===== src/rtl/multiword_add_ctrl_pkg.sv =====
// Shared constants and FSM encoding for the multiword adder controller.
package multiword_add_ctrl_pkg;
  localparam int WORD_W    = 32;
  localparam int MAX_WORDS = 16;

  typedef enum logic [1:0] {
    IDLE = 2'd0,
    RUN  = 2'd1,
    DONE = 2'd2
  } state_e;

  // Word index width; a single-word build still needs a 1-bit index.
  function automatic int idx_width(input int words);
    return (words > 1) ? $clog2(words) : 1;
  endfunction
endpackage


===== src/rtl/multiword_add_ctrl_adder_32b.sv =====
// Single 32-bit adder with carry in/out, shared across all words of an operation.
module adder_32b
  import multiword_add_ctrl_pkg::*;
(
  input  logic [WORD_W-1:0] a,
  input  logic [WORD_W-1:0] b,
  input  logic              carry_in,
  output logic [WORD_W-1:0] sum,
  output logic              carry_out
);
  assign {carry_out, sum} = {1'b0, a} + {1'b0, b} + {{WORD_W{1'b0}}, carry_in};
endmodule


===== src/rtl/multiword_add_ctrl.sv =====
// Word-serial multiword adder: one 32-bit add per clock, LSB word first.
// Optional subtract mode (a - b) is enabled by defining MULTIWORD_ADD_SUB_EN.
module multiword_add_ctrl
  import multiword_add_ctrl_pkg::*;
#(
  parameter int WORDS = 4
) (
  input  logic                    clk,
  input  logic                    rst_n,
  input  logic                    start,
  input  logic                    carry_in,
`ifdef MULTIWORD_ADD_SUB_EN
  input  logic                    sub,
`endif
  input  logic [WORD_W*WORDS-1:0] a,
  input  logic [WORD_W*WORDS-1:0] b,
  output logic [WORD_W*WORDS-1:0] sum,
  output logic                    carry_out,
  output logic                    busy,
  output logic                    done
);
  localparam int IDX_W = idx_width(WORDS);

  state_e state_q, state_d;

  logic [WORDS-1:0][WORD_W-1:0] a_q, b_q, sum_q;
  logic [IDX_W-1:0]             idx_q;
  logic                         carry_q;
  logic                         cout_q;
  logic                         sub_q;
  logic                         sub_sel;

  logic [WORD_W-1:0] add_a, add_b, add_sum;
  logic              add_co;
  logic              accept, last;

`ifdef MULTIWORD_ADD_SUB_EN
  assign sub_sel = sub;
`else
  assign sub_sel = 1'b0;
`endif

  assign accept = (state_q == IDLE) && start;
  assign last   = (idx_q == IDX_W'(WORDS - 1));

  // Subtraction is a + ~b + 1: invert the b word, seed the carry with 1 at accept.
  assign add_a = a_q[idx_q];
  assign add_b = b_q[idx_q] ^ {WORD_W{sub_q}};

  adder_32b u_adder (
    .a         (add_a),
    .b         (add_b),
    .carry_in  (carry_q),
    .sum       (add_sum),
    .carry_out (add_co)
  );

  // State register
  always_ff @(posedge clk or negedge rst_n) begin
    if (!rst_n) state_q <= IDLE;
    else        state_q <= state_d;
  end

  // Next-state logic
  always_comb begin
    state_d = state_q;
    unique case (state_q)
      IDLE:    if (start) state_d = RUN;
      RUN:     if (last)  state_d = DONE;
      DONE:    state_d = IDLE;
      default: state_d = IDLE;
    endcase
  end

  // Outputs decoded from state
  always_comb begin
    busy = (state_q != IDLE);
    done = (state_q == DONE);
  end

  // Datapath: operand capture at accept, one word retired per RUN cycle.
  always_ff @(posedge clk or negedge rst_n) begin
    if (!rst_n) begin
      a_q     <= '0;
      b_q     <= '0;
      sum_q   <= '0;
      idx_q   <= '0;
      carry_q <= 1'b0;
      cout_q  <= 1'b0;
      sub_q   <= 1'b0;
    end else if (accept) begin
      a_q     <= a;
      b_q     <= b;
      sub_q   <= sub_sel;
      carry_q <= sub_sel ? 1'b1 : carry_in;
      idx_q   <= '0;
    end else if (state_q == RUN) begin
      sum_q[idx_q] <= add_sum;
      carry_q      <= add_co;
      idx_q        <= last ? '0 : idx_q + 1'b1;
      if (last) cout_q <= add_co;
    end
  end

  assign sum       = sum_q;
  assign carry_out = cout_q;
endmodule


===== config.mk =====
export PLATFORM = sky130hd
export DESIGN_NAME = multiword_add_ctrl
export DESIGN_NICKNAME = d
export VERILOG_FILES = /design/src/rtl/multiword_add_ctrl_pkg.sv /design/src/rtl/multiword_add_ctrl_adder_32b.sv /design/src/rtl/multiword_add_ctrl.sv
export SDC_FILE = /design/constraint.sdc
export NUM_CORES = 1
export LEC_CHECK = 0
export CORE_ASPECT_RATIO = 0.7
export CORE_MARGIN = 3
export CORE_UTILIZATION = 40
export DETAILED_ROUTE_END_ITERATION = 10
export GPL_TIMING_DRIVEN = 0
export PLACE_DENSITY = 0.65
export RECOVER_POWER = 50
export SETUP_SLACK_MARGIN = 0.4
export SLEW_MARGIN = 25
export SYNTH_ARGS = -nofsm -noshare
export SYNTH_HDL_FRONTEND = slang
export SYNTH_SLANG_ARGS = --single-unit

===== constraint.sdc =====
create_clock -name clk -period 11.72 [get_ports clk]
set_input_delay 1.758 -clock clk [delete_from_list [all_inputs] [get_ports clk]]
set_output_delay 1.758 -clock clk [all_outputs]
set_load 0.05 [all_outputs]

After elaboration in Yosys (flattened, before gate mapping)
Index checks and enable logic that the tools add are counted.
{ "word_totals": {"reg_bits": 390, "out_inout_bits": 131, "wordCells": 50} }
{ "classes": {"add_sub_neg": 3, "order_cmp": 2, "eq_ne": 5, "n_mux": 15, "bitwise": 1, "n_reduce_logical": 8} }
{ "ops": {"columns": ["operator", "n"], "rows": [
  ["$bmux W32 S2", 2],
  ["$bwmux W128", 1],
  ["$mux W32", 3],
  ["$demux W32 S2", 1],
  ["$add A32 B32 Y33", 1],
  ["$add A33 B1 Y33", 1],
  ["$mux W2", 5],
  ["$eq A2 B2 Y1 const B", 2],
  ["$ne A2 B2 Y1 const B", 2],
  ["$pmux W2 S2", 1],
  ["$reduce_and A2 Y1", 2],
  ["$reduce_bool A2 Y1", 2],
  ["$lt A2 B3 Y1 const B", 1],
  ["$reduce_and A3 Y1", 1],
  ["$add A2 B1 Y2 const B", 1],
  ["$eq A2 B1 Y1 const B", 1],
  ["$ge A2 B1 Y1 const B", 1],
  ["$logic_and A1 B1 Y1", 2],
  ["$logic_not A2 Y1", 1],
  ["$mux W1", 2],
  ["$not A1 Y1", 1]
]} }

Depth between registers and ports, before layout
Gate-level depths: netlist of the first run.
{ "depth": {"depth_word": 6, "ltp_mapped": 14, "depth_no_buf": 11} }

Modules after synthesis
Synthesis of the first run repeated with hierarchy kept, for this count alone.
{ "hier_totals": {"cells_unflattened": 1166, "hier_area_um2": 18780.5} }
{ "modules_own_cells": {"columns": ["module", "instances", "cells_each", "area_per_inst_um2", "seq_area_each_um2"], "rows": [
  ["multiword_add_ctrl", 1, 925, 17042.6, 9759.4],
  ["adder_32b", 1, 241, 1737.9, 0.0]
]} }

Least setup slack after synthesis of the first run
No wires, ideal clock.
{ "synth_timing": {"path_kind": "register to register", "start": "register idx_q[0]", "end": "register sum_q (netlist bit sum[120])", "setup_ps": 131, "arrival_ps": 3666, "required_time_ps": 11589, "setup_slack_ps": 7923, "stages_incl_launch_ff": 14, "synth_period_minus_slack_ps": 3797, "path_cell_list": "dfrtp_1 -> clkbuf_1 -> buf_2 -> mux4_2 -> fa_1 -> fa_1 -> a211oi_1 -> o21bai_1 -> a211o_1 -> a21boi_1 -> o31a_1 -> o21ai_1 -> xnor2_1 -> o21ai_1"} }
{ "synth_via": {"elab_chain_len": 5, "word_cells_on_any_way": 12} }
{ "synth_lines": {"columns": ["item", "line", "source"], "rows": [
  ["start, declared", "multiword_add_ctrl.sv:27", "logic [IDX_W-1:0] idx_q;"],
  ["start signal, assigned", "multiword_add_ctrl.sv:100", "idx_q <= last ? '0 : idx_q + 1'b1;"],
  ["$bmux W32 S2, or another cell as far along", "multiword_add_ctrl.sv:47", "assign add_a = a_q[idx_q];"],
  ["$mux W32 (not written as such), or another cell as far along", "multiword_add_ctrl.sv:47", null],
  ["$add A32 B32 Y33 or $mux W32 (tied branches)", "multiword_add_ctrl_adder_32b.sv:11, multiword_add_ctrl.sv:98", null],
  ["$add A33 B1 Y33 or $demux W32 S2 (tied branches)", "multiword_add_ctrl_adder_32b.sv:11, multiword_add_ctrl.sv:98", null],
  ["$bwmux W128 (*)", "multiword_add_ctrl.sv:98", "sum_q[idx_q] <= add_sum;"],
  ["end signal, assigned by index", "multiword_add_ctrl.sv:98", null],
  ["end, declared", "multiword_add_ctrl.sv:26", "logic [WORDS-1:0][WORD_W-1:0] a_q, b_q, sum_q;"]
]} }
Mark *: on every way between the ends. The rest lies on a longest branch, timed or not. The select of a mux whose other input is x is not followed.
A chain may end at the register's enable or synchronous reset.

Worst setup path in the final report of the first run
{ "layout_timing": {"start": "register idx_q[0]", "end": "register sum_q (netlist bit sum[88])"} }
The elaborated chain is that of the path after synthesis.

==> impl_metrics.toml, run 1 <==
[synth]
yosys_warnings = 0
avgSynthCellArea_um2 = 9.53
synth-edff-count = 0
synthTopCellsByArea = "dfrtp_1 (56%), nand2_1 (20%), mux4_2 (8.2%), o21ai_0 (2.7%), ha_1 (2.5%)"
ys_types = 49
yosysTopAreaCell = "dfrtp_1"
postSynth.asyncResetShare_pct = 100
seq_area_frac_synth_pct = 55.6
ys.flop_type = "dfrtp_1"
synthesis.nets = 2137
ys_ff_latch = 390
netlist.area_leader.share_pct = 55.6
syn_inst = 1840
syn_area_um2 = 17500

[finish]
area_growth_pct = 34.6
fin_cells = 2890
nets = 2573
drive_above_1_share_pct = 6.47

[global_route]
grt_pass1_wl_um = 93900
globalRouteTotalUtil_pct = 26.4
first_global_vias = 15690
antenna_found_initial = 2
grt_overflow = 0
grt_max_degree = 91

[clock_network]
cts.path.max_buffers = 3
cts.sinks = 390
cts_tree = "done"
cts-hold-fix-buffers = 0
cts_buffers = 40
htreeDepth = 2
cts.repair.resized = 0
post_cts_buffers = 0
clock_latency_ps = 540
cts.clk_slew.worst_paths_ps = 70
clock-root-buffer = "clkbuf_16"

[setup_path]
critPathLaunchType = "register"
crit_type = "register to register"
startpoint = "idx_q[0]$_DFFE_PN0P_"
crit_path_max_fanout = 10
reg2reg_from = "idx_q[0]$_DFFE_PN0P_"
critPathRequiredTime_ps = 12110
worst_setup_path_end_kind = "register"
critPathArrivalTime_ps = 5960

[timing]
fmax_mhz = 180
tightest_slew_ps = 3660
rsz0062_at_grt = "false"
slew_violations = 66
setup_ws_ps = 6150
tns_ps = 0
setup_viol = 0
finClkSkew_ps = 22.2
relSlewSlack_pct = -144
finalHoldViolCount = 0
fin_crit_sh_pct = 47.5
period_needed_ps = 5570
whs_ps = 469

[route]
ant_nets = 0
viasPerCell = 5.27
detail_route.wl_per_cell_um = 21.4
dr.pass1.iters = 5
postRouteWirelength_um = 61800
vias = 15239
drtIter0Drc = 1282
drc_errors = 0

[die]
dieArea_um2 = 46400
row_count = 63
die_width_um = 256
core_um2 = 42800
ioPinCount = 391
start_util_pct = 41.0
die_y_um = 181

[hold_path]
min-delay-start = "b_q[115]$_DFFE_PN0P_"
hold_path_class = "register to register"

[job]
max-cap-violations = 1

[outcome]
outcome = "complete, but fails checks"
violations = "capacitance limit, slew limit"

[placement]
globalplace.congestion = 0.939
dp_hpwl_um = 47700
place_ws_ps = 6560
port_buffers = 390
dpl.cell_count = 2819
## critical path: stages (launching register included)
cell and delay (ps):
dfrtp_1 380, clkbuf_1 370, clkbuf_1 730, mux4_2 620
fa_1 450, fa_1 450, a211oi_1 280, o21bai_1 220
a211o_1 320, a21boi_1 320, o31a_1 350, o21ai_1 120
xnor2_1 640, o21ai_1 160
## cells in the final DEF, fill, tap and decap left out, types with 32 or more instances in the layout
master           instances
clkdlybuf4s50_1        387
mux4_2                  64
o21ai_1                 40
dfrtp_1                390
clkbuf_1               110
nand2_1                916
clkbuf_16               41
o21ai_0                 94
a21oi_1                 32
ha_1                    35
## Yosys cell counts, types with 5 or more instances
cell	instances
buf_1	6
nand2_1	916
xnor2_1	14
mux2_2	8
o21ai_1	40
nor2_1	9
o21ai_0	94
and2_1	5
nand4_1	8
mux4_2	64
a21o_1	22
dfrtp_1	390
o21bai_1	7
ha_1	35
o31ai_1	8
inv_1	10
clkbuf_1	99
nand3_1	10
xor2_1	14
a21oi_1	32
## final timing paths
| check | end | slack (ps) | depth (start not counted) |
|---|---|---|---|
| min in group asynchronous | sum[57]$_DFFE_PN0P_ | 2470 | 1 |
| max reg2reg | sum[88]$_DFFE_PN0P_ | 6150 | 13 |
| min | b_q[115]$_DFFE_PN0P_ | 470 | 2 |
| max in group asynchronous | b_q[44]$_DFFE_PN0P_ | 7130 | 3 |
| max | sum[88]$_DFFE_PN0P_ | 6150 | 13 |
| min reg2reg | b_q[115]$_DFFE_PN0P_ | 470 | 2 |
## stage by stage
step | utilization [%] | cell area [µm²]
floorplan | - | 17500
global placement | 51.8 | 22200
detailed placement | 52.1 | 22300
CTS | 55.2 | 23600
global route | 55.2 | 23600
finish | 55.2 | 23600
## cells by family after synthesis
family | count (synthesis) | synth area share (%)
mux | 72 | 8.73
simple gates | 963 | 21.2
buf+inv | 119 | 2.58
fa+ha+maj | 37 | 2.73
xor+xnor | 28 | 1.40
flops | 390 | 55.6
compound gates | 231 | 7.73
## metal layers
metal	track usage [%]	wire (µm)	vias to the layer above
li1	-	-	6923
met2	41.7	28300	572
met4	6.95	1500	0
met3	4.85	4390	87
met5	0	0	-
met1	37.8	27600	7657
## area by class of cell
class / instances / area [µm²]
clock inverter: 14 / 186
sequential: 390 / 9760
timing repair buffer: 394 / 4010
multi-input combinational: 1331 / 7330
antenna: 2 / 5.00
buffer: 109 / 413
fill: 3847 / 19200
inverter: 10 / 37.5
clock buffer: 55 / 1140
tap: 585 / 732
## state kept, by name, indices dropped and copies added, names as in the netlist
signal,cells
carry_out,1
idx_q,2
state_q,2
sum,128
carry_q,1
b_q,128
a_q,128
Power of run 1 is left out: the tool's default activity adds up to more than one toggle a clock period on the data nets, which glitch-free logic cannot reach.
==> run 2, diff against run 1 <==
==> constraint.sdc (replaced) <==
create_clock -name clk -period 5.6 [get_ports clk]
set_input_delay 0.84 -clock clk [delete_from_list [all_inputs] [get_ports clk]]
set_output_delay 0.84 -clock clk [all_outputs]
set_load 0.05 [all_outputs]
==> impl_metrics.toml, run 2 (synthesized netlist as in run 1, its figures left out) <==
[setup_path]
critPathRequiredTime_ps = 6000
critPathLaunchType = "register"
critPathArrivalTime_ps = 5390
worst_setup_path_end_kind = "register"
startpoint = "idx_q[0]$_DFFE_PN0P_"
crit_type = "register to register"
crit_path_max_fanout = 10
reg2reg_from = "idx_q[0]$_DFFE_PN0P_"
rr_worst_depth = 13

[route]
vias = 15239
detail_route.wl_per_cell_um = 21.4
drtIter0Drc = 1243
dr.pass1.iters = 5
viasPerCell = 5.27
postRouteWirelength_um = 61900
drc_errors = 0
ant_nets = 0

[clock_network]
cts.clk_slew.worst_paths_ps = 70
cts_tree = "done"
cts_buffers = 40
clock-root-buffer = "clkbuf_16"
cts.sinks = 390
cts-hold-fix-buffers = 0
cts.path.max_buffers = 3
clock_latency_ps = 550
htreeDepth = 2

[outcome]
outcome = "complete, but fails checks"
violations = "capacitance limit, slew limit"

[timing]
rsz0062_at_grt = "false"
fin_crit_sh_pct = 89.0
fmax_mhz = 201
finalHoldViolCount = 0
period_needed_ps = 4990
tightest_slew_ps = 3680
relSlewSlack_pct = -145
slew_violations = 66
setup_viol = 0
finClkSkew_ps = 23.2
whs_ps = 466

[finish]
final_common_cell = "nand2_1"
n_fill_cell = 3844
nets = 2574
most-common-layout-cells = "nand2_1 (916), dfrtp_1 (390), clkdlybuf4s50_1 (378)"
drive_above_1_share_pct = 6.68
area_growth_pct = 34.6

[die]
row_count = 63
die_y_um = 181
ioPinCount = 391
dieArea_um2 = 46400
die_width_um = 256
core_um2 = 42800
start_util_pct = 41.0

[global_route]
antenna_found_initial = 2
globalRouteTotalUtil_pct = 26.4
grt_max_degree = 91
first_global_vias = 15690
grt_overflow = 0
grt_pass1_wl_um = 93900

[hold_path]
min-delay-start = "b_q[115]$_DFFE_PN0P_"
hold_path_class = "register to register"
hold_depth = 2

[job]
max-cap-violations = 1

[placement]
port_buffers = 390
globalplace.congestion = 0.939
dp_hpwl_um = 47700
==> run 2: changes by cell type in the layout (fill, tap and decap cells not counted), moves of 2 or more <==
cell	before	now
clkbuf_1	110	108
buf_16	4	2
dlygate4sd3_1	2	11
clkbuf_4	0	3
clkdlybuf4s50_1	387	378
==> run 2: path summary, 6_finish.rpt <==
kind	to	slack, ps
max	sum[92]$_DFFE_PN0P_	610
min	b_q[115]$_DFFE_PN0P_	470
max reg2reg	sum[92]$_DFFE_PN0P_	610
min reg2reg	b_q[115]$_DFFE_PN0P_	470
max in group asynchronous	b_q[44]$_DFFE_PN0P_	1070
min in group asynchronous	sum[57]$_DFFE_PN0P_	1560
==> run 2: timing repair <==
item,CTS,global route
pin swaps,0,1
buffers inserted,0,1
endpoints found under the setup margin,2,24
gates resized for setup,1,5
endpoints found under the hold margin,0,0
==> run 2: cell type report <==
cell class                 instances  area [µm²]  area share [%]
timing repair buffer             395        3980            16.8
buffer                           109         418            1.77
sequential                       390        9760            41.4
inverter                          10        37.5           0.159
antenna                            2        5.00          0.0212
multi-input combinational       1331        7350            31.1
clock inverter                    14         186           0.790
clock buffer                      55        1140            4.82
tap                              585         732            3.10
==> run 2: per-stage QoR <==
stage                     cell area (µm²)  cells  setup TNS [ps]  util, %  setup slack [ps]
after CTS                           23600   2888               0     55.2               449
after global routing                23600   2891               0     55.1               332
after global placement              22200   2815        -5067430     51.8            -13050
after detailed placement            22300   2819               0     52.1               436
after floorplan                     17500   1840               0        -              1800
final                               23600   2891               0     55.1               614
==> run 2: worst max-delay path, stage by stage, from the launching register on <==
cell      delay, ps
dfrtp_1         380
clkbuf_1        350
clkbuf_4        380
mux4_2          560
fa_1            450
fa_1            450
a211oi_1        280
o21bai_1        230
a211o_1         320
a21boi_1        330
o31a_1          360
a211oi_1        180
nor3_4          400
o21ai_1         150
==> run 2: metal layers <==
layer  GRT usage [%]  routed length, µm
met2            41.7              28300
met4            6.95               1500
met1            37.8              27500
met5               0                  0
met3            4.85               4500
Power of run 2 is left out for the same reason.
==> run 3, diff against run 2 <==
--- a/config.mk
+++ b/config.mk
@@ -9,8 +9,9 @@
 export CORE_MARGIN = 3
 export CORE_UTILIZATION = 40
 export DETAILED_ROUTE_END_ITERATION = 10
+export DONT_BUFFER_PORTS = 1
 export GPL_TIMING_DRIVEN = 0
-export PLACE_DENSITY = 0.65
+export PLACE_DENSITY = 0.53
 export RECOVER_POWER = 50
 export SETUP_SLACK_MARGIN = 0.4
 export SLEW_MARGIN = 25
==> impl_metrics.toml, run 3 (synthesized netlist as in run 1, its figures left out) <==
[outcome]
outcome = "complete, but fails checks"
violations = "capacitance limit, slew limit"

[setup_path]
rr_worst_depth = 13
max_stage_delay_ps = 610
crit_path_max_fanout = 10
crit_type = "register to register"
cp_cell_sequence = "clkbuf_1, clkbuf_4, mux4_2, fa_1, fa_1, a211oi_1, o21bai_1, a211o_1, a21boi_1, o31a_1, o21ai_1, xnor2_2, o21ai_1"
worst_setup_path_end_kind = "register"
critPathLaunchType = "register"
critPathRequiredTime_ps = 6010
critPathArrivalTime_ps = 5290
cp_slowest_cell = "mux4_2"

[finish]
fin_cells = 2510
most-common-layout-cells = "nand2_1 (916), dfrtp_1 (390), clkbuf_1 (106)"
drive_above_1_share_pct = 8.20
area_growth_pct = 12.4
final_common_cell = "nand2_1"
nets = 2182

[route]
drc_errors = 0
drtIter0Drc = 1027
dr.pass1.iters = 5
ant_nets = 0
viasPerCell = 5.34
postRouteWirelength_um = 59200
detail_route.wl_per_cell_um = 23.6
vias = 13410

[clock_network]
cts.sinks = 390
clock-root-buffer = "clkbuf_16"
cts.clk_slew.worst_paths_ps = 70
cts_buffers = 41
htreeDepth = 2
clock_latency_ps = 550
cts_tree = "done"
cts.path.max_buffers = 3

[die]
dieArea_um2 = 46400
core_um2 = 42800
ioPinCount = 391
start_util_pct = 41.0
row_count = 63
die_y_um = 181
die_width_um = 256

[global_route]
grt_overflow = 0
antenna_found_initial = 15
globalRouteTotalUtil_pct = 25.3
grt_pass1_wl_um = 88000
first_global_vias = 13722
grt_max_degree = 391

[timing]
finalHoldViolCount = 0
setup_viol = 0
fin_crit_sh_pct = 87.3
tns_ps = 0
slew_violations = 131
rsz0062_at_grt = "false"
fmax_mhz = 205
relSlewSlack_pct = -113
period_needed_ps = 4890
setup_ws_ps = 712
tightest_slew_ps = 3190
finClkSkew_ps = 26.9

[placement]
port_buffers = 0
place_ws_ps = 424
dpl.cell_count = 2425
globalplace.congestion = 0.874
dp_hpwl_um = 44500

[hold_path]
hold_path_class = "input port to asynchronous set/reset pin"

[job]
max-cap-violations = 1
[run 3: cell types whose count changed in the layout (fill, tap and decap cells not counted), sizes merged]
cell,before,now
clkinvlp,2,1
dlygate4sd3,11,0
clkbuf,159,166
bufinv,4,2
clkdlybuf4s50,378,0
clkinv,6,4
buf,11,9
diode,2,10
[run 3: per-stage QoR]
stage,utilization (%),instance area (µm²),hold slack (ps)
detailed placement,42.7,18300,458
CTS,45.9,19700,-30.7
global route,46.1,19700,-6.34
global placement,42.7,18300,453
floorplan,-,17500,440
finish,46.1,19700,26.9
[run 3: path summary, 6_finish.rpt]
| kind | startpoint | to | slack [ps] |
|---|---|---|---|
| worst max-delay path | idx_q[0]$_DFFE_PN0P_ | sum[56]$_DFFE_PN0P_ | 710 |
| worst min-delay path | rst_n | carry_out$_DFFE_PN0P_ | 30 |
| worst max register to register | idx_q[0]$_DFFE_PN0P_ | sum[56]$_DFFE_PN0P_ | 710 |
| worst min register to register | a_q[86]$_DFFE_PN0P_ | a_q[86]$_DFFE_PN0P_ | 470 |
| max in group asynchronous | rst_n | sum[43]$_DFFE_PN0P_ | 2360 |
| min in group clk | a[12] | a_q[12]$_DFFE_PN0P_ | 390 |
[run 3: layer usage]
metal  GRT usage (%)  vias to the layer above  share of wire, %
met2            38.4                      425                45
li1                -                     6128                 -
met3            8.36                      102               8.4
met5               0                        -              0.12
met1            34.4                     6747                44
met4            7.88                        8               2.7
[run 3: final cells by class]
| class | count | area, µm² |
|---|---|---|
| diodes | 10 | 25.0 |
| plain buffers | 109 | 420 |
| clock buffers | 64 | 1270 |
| clock inverters | 9 | 109 |
| fillers | 4271 | 23100 |
| inverters | 10 | 37.5 |
| multi-input cells | 1331 | 7350 |
| flip-flops and latches | 390 | 9760 |
| well taps | 585 | 732 |
| repair buffers | 2 | 12.5 |
[run 3: repair_timing]
| action | in CTS | in global routing |
|---|---|---|
| setup endpoints to repair | 3 | 19 |
| cloned | 0 | 0 |
| setup buffers | 0 | 1 |
| gates resized for setup | 1 | 5 |
| pin swaps | 0 | 1 |
| hold endpoints to repair | 255 | 130 |
[run 3: critical path, delay by kind of cell, from the launching register on]
kind,cells,cell delay (ps)
AOI/OAI and AO/OA,7,1800
muxes,1,610
buffers and inverters,2,620
xor gates and xnor gates,1,370
DFF,1,390
adders and majority gates,2,910
Power of run 3 is left out for the same reason.
